<file path="config.mk">
export PLATFORM = sky130hd
export DESIGN_NAME = caxi4interconnect_slot_tracker_flat
export DESIGN_NICKNAME = d
export VERILOG_FILES = /design/src/rtl/caxi4interconnect_slot_pkg.sv /design/src/rtl/caxi4interconnect_slot_tracker_if.sv /design/src/rtl/caxi4interconnect_onehot_to_bin.sv /design/src/rtl/caxi4interconnect_slot_tracker.sv /design/src/flat_wrapper.sv
export SDC_FILE = /design/constraint.sdc
export NUM_CORES = 1
export LEC_CHECK = 0
export CAP_MARGIN = 15
export CORE_UTILIZATION = 30
export CTS_BUF_LIST = sky130_fd_sc_hd__clkbuf_16
export CTS_CLUSTER_DIAMETER = 120
export DETAILED_ROUTE_END_ITERATION = 12
export PLACE_DENSITY = 0.59
export SYNTH_ARGS = -nofsm -noshare
export SYNTH_HDL_FRONTEND = slang
export SYNTH_HIERARCHICAL = 1
export SYNTH_SLANG_ARGS = --single-unit
</file>
<file path="constraint.sdc">
create_clock -name sysClk -period 2.5 [get_ports sysClk]
set_input_delay 0.5 -clock sysClk [delete_from_list [all_inputs] [get_ports sysClk]]
set_output_delay 0.5 -clock sysClk [all_outputs]
set_load 0.05 [all_outputs]
</file>
<file path="src/rtl/caxi4interconnect_slot_pkg.sv">
// Shared constants and helpers for the AXI4 interconnect slot tracker.
// Optional error detection is enabled by defining CAXI4INTERCONNECT_SLOT_TRACK_ERR_EN.
package caxi4interconnect_slot_pkg;

  localparam int SLOT_WIDTH_MIN = 2;
  localparam int SLOT_WIDTH_MAX = 32;

  // Ceiling log2, used for slot-index and outstanding-count widths.
  function automatic int clog2(input int value);
    int result;
    result = 0;
    while ((1 << result) < value) result++;
    return result;
  endfunction

endpackage

</file>
<file path="src/rtl/caxi4interconnect_slot_tracker_if.sv">
// Allocation/release/status bundle between the crossbar control and the slot tracker.
interface caxi4interconnect_slot_tracker_if
  import caxi4interconnect_slot_pkg::*;
#(
  parameter int WIDTH = 4
);
  localparam int IDX_W = clog2(WIDTH);
  localparam int CNT_W = clog2(WIDTH + 1);

  logic             allocValid;
  logic             allocReady;
  logic [WIDTH-1:0] allocOneHot;
  logic [IDX_W-1:0] allocIdx;
  logic             relValid;
  logic [IDX_W-1:0] relIdx;
  logic             flush;
  logic [WIDTH-1:0] busyMask;
  logic [CNT_W-1:0] outstanding;
  logic             full;
  logic             empty;
  logic             relErr;

  modport slave (
    input  allocValid, relValid, relIdx, flush,
    output allocReady, allocOneHot, allocIdx, busyMask, outstanding, full, empty, relErr
  );

  modport master (
    output allocValid, relValid, relIdx, flush,
    input  allocReady, allocOneHot, allocIdx, busyMask, outstanding, full, empty, relErr
  );

endinterface

</file>
<file path="src/rtl/caxi4interconnect_onehot_to_bin.sv">
// One-hot to binary encoder built as an OR-tree; an all-zero input encodes to 0.
module caxi4interconnect_onehot_to_bin
  import caxi4interconnect_slot_pkg::*;
#(
  parameter  int WIDTH = 4,
  localparam int IDX_W = clog2(WIDTH)
) (
  input  logic [WIDTH-1:0] oneHot,
  output logic [IDX_W-1:0] idx
);

  // Index bit b is the OR of every one-hot position whose number has bit b set.
  always_comb begin
    idx = '0;
    for (int i = 1; i < WIDTH; i++) begin
      for (int b = 0; b < IDX_W; b++) begin
        if (((i >> b) & 1) == 1) idx[b] = idx[b] | oneHot[i];
      end
    end
  end

endmodule

</file>
<file path="src/rtl/caxi4interconnect_slot_tracker.sv">
// Slot ownership tracker: grants the lowest free slot, frees slots on release.
// Sticky release-error detection is built only with CAXI4INTERCONNECT_SLOT_TRACK_ERR_EN.
module caxi4interconnect_slot_tracker
  import caxi4interconnect_slot_pkg::*;
#(
  parameter int WIDTH = 4
) (
  input logic                              sysClk,
  input logic                              sysReset,
  caxi4interconnect_slot_tracker_if.slave  bus
);
  localparam int IDX_W = clog2(WIDTH);
  localparam int CNT_W = clog2(WIDTH + 1);

  if (WIDTH < SLOT_WIDTH_MIN || WIDTH > SLOT_WIDTH_MAX) begin : gBadWidth
    $error("caxi4interconnect_slot_tracker: WIDTH out of range");
  end

  logic [WIDTH-1:0] busyMask;
  logic [WIDTH-1:0] freeMask;
  logic [WIDTH-1:0] allocOneHot;
  logic [WIDTH-1:0] relDecode;
  logic [WIDTH-1:0] nextMask;
  logic [IDX_W-1:0] allocIdx;
  logic [CNT_W-1:0] outstanding;
  logic [CNT_W-1:0] nextCount;
  logic             full;
  logic             empty;
  logic             relErr;
  logic             allocFire;
  logic             relFire;

  // Lowest-set-bit isolate of the free mask; zero when every slot is held.
  assign freeMask    = ~busyMask;
  assign allocOneHot = freeMask & (~freeMask + WIDTH'(1));
  assign allocFire   = bus.allocValid && !full;

  // Out-of-range indices match no decode bit, so they can never fire.
  always_comb begin
    relDecode = '0;
    for (int i = 0; i < WIDTH; i++) relDecode[i] = (bus.relIdx == IDX_W'(i));
  end

  assign relFire = bus.relValid && |(relDecode & busyMask);

  // Allocated and released slots are disjoint, so both apply without conflict.
  always_comb begin
    nextMask = busyMask;
    if (relFire) nextMask = nextMask & ~relDecode;
    if (allocFire) nextMask = nextMask | allocOneHot;
    nextCount = outstanding;
    case ({allocFire, relFire})
      2'b10:   nextCount = outstanding + CNT_W'(1);
      2'b01:   nextCount = outstanding - CNT_W'(1);
      default: nextCount = outstanding;
    endcase
  end

  always_ff @(posedge sysClk) begin
    if (sysReset || bus.flush) begin
      busyMask    <= '0;
      outstanding <= '0;
      full        <= 1'b0;
      empty       <= 1'b1;
    end else begin
      busyMask    <= nextMask;
      outstanding <= nextCount;
      full        <= &nextMask;
      empty       <= ~|nextMask;
    end
  end

`ifdef CAXI4INTERCONNECT_SLOT_TRACK_ERR_EN
  // Any release that did not hit a held slot latches the error until reset or flush.
  always_ff @(posedge sysClk) begin
    if (sysReset || bus.flush) relErr <= 1'b0;
    else if (bus.relValid && !relFire) relErr <= 1'b1;
  end
`else
  assign relErr = 1'b0;
`endif

  caxi4interconnect_onehot_to_bin #(.WIDTH(WIDTH)) uIdxEnc (
    .oneHot (allocOneHot),
    .idx    (allocIdx)
  );

  assign bus.allocReady  = ~full;
  assign bus.allocOneHot = allocOneHot;
  assign bus.allocIdx    = allocIdx;
  assign bus.busyMask    = busyMask;
  assign bus.outstanding = outstanding;
  assign bus.full        = full;
  assign bus.empty       = empty;
  assign bus.relErr      = relErr;

endmodule

</file>
<file path="src/flat_wrapper.sv">
// flat-port wrapper written by rule: the top's interface ports become plain ports
module caxi4interconnect_slot_tracker_flat import caxi4interconnect_slot_pkg::*;
#(
  parameter int WIDTH = 4
)
  (sysClk, sysReset, bus_allocValid, bus_relValid, bus_relIdx, bus_flush, bus_allocReady, bus_allocOneHot, bus_allocIdx, bus_busyMask, bus_outstanding, bus_full, bus_empty, bus_relErr);
  caxi4interconnect_slot_tracker_if #(.WIDTH(WIDTH)) bus_i ();
  input logic sysClk;
  input logic sysReset;
  input wire logic [$bits(bus_i.allocValid)-1:0] bus_allocValid;
  input wire logic [$bits(bus_i.relValid)-1:0] bus_relValid;
  input wire logic [$bits(bus_i.relIdx)-1:0] bus_relIdx;
  input wire logic [$bits(bus_i.flush)-1:0] bus_flush;
  output wire logic [$bits(bus_i.allocReady)-1:0] bus_allocReady;
  output wire logic [$bits(bus_i.allocOneHot)-1:0] bus_allocOneHot;
  output wire logic [$bits(bus_i.allocIdx)-1:0] bus_allocIdx;
  output wire logic [$bits(bus_i.busyMask)-1:0] bus_busyMask;
  output wire logic [$bits(bus_i.outstanding)-1:0] bus_outstanding;
  output wire logic [$bits(bus_i.full)-1:0] bus_full;
  output wire logic [$bits(bus_i.empty)-1:0] bus_empty;
  output wire logic [$bits(bus_i.relErr)-1:0] bus_relErr;
  assign bus_i.allocValid = bus_allocValid;
  assign bus_i.relValid = bus_relValid;
  assign bus_i.relIdx = bus_relIdx;
  assign bus_i.flush = bus_flush;
  assign bus_allocReady = bus_i.allocReady;
  assign bus_allocOneHot = bus_i.allocOneHot;
  assign bus_allocIdx = bus_i.allocIdx;
  assign bus_busyMask = bus_i.busyMask;
  assign bus_outstanding = bus_i.outstanding;
  assign bus_full = bus_i.full;
  assign bus_empty = bus_i.empty;
  assign bus_relErr = bus_i.relErr;
  caxi4interconnect_slot_tracker #(.WIDTH(WIDTH)) u_core (.sysClk(sysClk), .sysReset(sysReset), .bus(bus_i));
endmodule
</file>
==> impl_metrics.yaml <==
layout:
  fill_cells: 147
  layout.cells.non_filler: 102
  drive_gt1_share_pct: 18.6
  seq_area_um2: 180
  antenna_cells: 0
  multi_input_area_um2: 295
  nNetsFinal: 96
  syn2layout_area_growth_pct: 73.6
die:
  core_um2: 1520
  fp.dieW_um: 42.5
  rows: 14
  ios: 24
  fp.dieH_um: 42.5
  die-area_um2: 1810
  initial_core_util_pct: 32.3
logic_synthesis:
  synth.distinct_cells: 30
  synth_fp_nets: 64
  yosysTopAreaCellShare_pct: 36.5
  async_flop_share_pct: 0
  synthCells: 55
  yosysMostFrequentCell: "dfxtp_1"
  syn_area_um2: 493
  syn_area_per_cell_um2: 8.96
  synth_common_cells: "9 x dfxtp_1, 7 x nor2_1"
  synth_ff_type: "dfxtp_1"
  synth.top_cells.by_area: "dfxtp_1 37%, nor2_1 5.3%, mux4_2 4.6%, fa_1 4.1%, a21oi_1 3.0%"
  synth_top_cell_by_area: "dfxtp_1"
  yosysWarnings: 6
  ys_seq_elements: 9
  ys_seq_area_share_pct: 36.5
  synth_edf_count: 0
timing:
  timing.slew.headroom_pct: 61.8
  setup_slack_ns: 0.129
  finalCritPeriodShare_pct: 94.9
  rsz0062_at_grt: "no"
  worst-slew-pin-transition_ns: 0.573
  final_hold_viol_count: 0
  drv_slew: 0
  finalSetupViolations: 0
  skew_ns: 0.00378
  timing.hold.ws_ns: 0.517
  fmax_mhz: 422
  period_needed_ns: 2.37
global_routing:
  grt_pass1_wl_mm: 2.01
  overflow: 0
  antenna_found_initial: 0
  grt_pass1_vias: 424
  grt_max_degree: 10
  track_usage_pct: 16.7
clock_tree:
  cts.path.max_buffers: 2
  cts_tree: "done"
  clk_latency_ns: 0.24
  ctsHtreeMaxLevel: 1
  clock-sinks: 9
  cts.clk_slew.worst_paths_ns: 0.04
  ctsRootBufferMaster: "clkbuf_16"
  numCtsBuffers: 3
critical_path:
  start_kind: "register"
  critPathLaunch: "u_core/bus.busyMask[0]$_SDFF_PP0_"
  crit-reg2reg-launch: "u_core/bus.busyMask[0]$_SDFF_PP0_"
  crit_required_ns: 2.00
  crit_arrival_ns: 1.87
  cp_max_fo: 7
  endpoint_kind: "output port"
  critPathKind: "register to output port"
route:
  routed_wl_mm: 1.28
  ant_nets: 0
  drtIter0Drc: 24
  wl_per_cell_um: 12.5
  first_pass_iters: 4
  drcViolationCount: 0
  vias: 513
  drt-vias-per-instance: 5.03
run:
  drv_cap: 0
place:
  place_ws_ns: -0.432
  gp_congestion: 0.742
  place_hpwl_um: 891
  io_buffers: 22
  post-place-cells: 98
worst_hold_path:
  hold_path_class: "register to register"
  min-delay-start: "u_core/bus.outstanding[2]$_SDFFE_PP0P_"
power_and_ir_drop:
  power_density_nw_per_um2: 594
  ir_worst_vdd_v: 0.000395
  p_total_uw: 508
  leakagePower_uw: 0.000354
outcome:
  status: "finished, final reports clean"
registers in the layout (all words and copies together) (netlist names):
signal                  cells
u_core/bus.empty            1
u_core/bus.outstanding      3
u_core/bus.busyMask         4
u_core/bus.full             1
cell usage in the layout (no fill, tap or decap), drive strengths merged:
cell type,instances
a21boi,1
a21oi,3
a22oi,2
and2,1
and2b,2
and4b,1
buf,7
clkbuf,4
clkdlybuf4s50,20
conb,1
dfxtp,9
dlymetal6s2s,1
fa,1
ha,1
inv,4
mux2i,1
mux4,1
nand2,3
nand2b,1
nand3,1
nand3b,1
nor2,7
nor3,3
nor4b,1
o21ai,2
o31ai,1
or2,3
or3,1
xnor2,1
xor2,1
repair_timing:
item / CTS / global route
buffers inserted: 0 / 0
endpoints found under the setup margin: 1 / 1
resized for setup: 2 / 4
pin swaps: 0 / 0
endpoints found under the hold margin: 0 / 0
hold buffers: 0 / 0
metal layers:
layer  vias to the layer above  global-route usage, %  wire (um)
met1                       232                   22.9        614
met3                         5                   6.47        117
met2                        27                   20.0        505
met5                         -                      0          0
li1                        249                      -          -
met4                         0                   13.1         42
area by class of cell:
class                      instances  share of cell area [%]
timing repair buffer              29                    31.6
sequential                         9                    21.1
tap                               16                    2.34
clock buffer                       3                    8.77
multi-input combinational         41                    34.5
clock inverter                     1                   0.439
inverter                           3                    1.32
through the flow:
stage          cell area, um^2  util, %  setup TNS (ns)
2_1_floorplan              493        -               0
3_3_place_gp               773     50.7          -0.540
3_5_place_dp               773     50.7          -0.589
4_1_cts                    853     56.0               0
5_1_grt                    856     56.2               0
6_report                   856     56.2               0
critical path, stage by stage (launching register included):
cell and delay [ns]:
dfxtp_1 0.43, and4b_1 0.29, or2_1 0.12, clkdlybuf4s50_1 0.79
power by group:
part	internal, uW	switching, uW	leakage (uW)
sequential	148	4.06	0.0000731
combinational	32.7	44.4	0.000239
clock	209	70.4	0.0000423
kinds of logic (layout without fill, tap and decap cells):
group	count (synthesis)	count (layout)	share of synthesized area [%]
and+or+nand+nor	25	25	28.9
DFF	9	9	36.5
muxes	2	2	6.60
xor gates and xnor gates	2	2	3.55
buffers and inverters	5	36	4.82
AOI/OAI and AO/OA	9	9	12.2
other	1	1	0.761
adders and majority gates	2	2	6.60
path summary, 6_finish.rpt:
path         slack (ns)  depth (start not counted)                                     end
max                0.13                          3                         bus_allocIdx[1]
min reg2reg        0.52                          2  u_core/bus.outstanding[2]$_SDFFE_PP0P_
min                0.52                          2  u_core/bus.outstanding[2]$_SDFFE_PP0P_
max reg2reg        0.22                          7  u_core/bus.outstanding[2]$_SDFFE_PP0P_
Power figures use the tool's default switching activity.
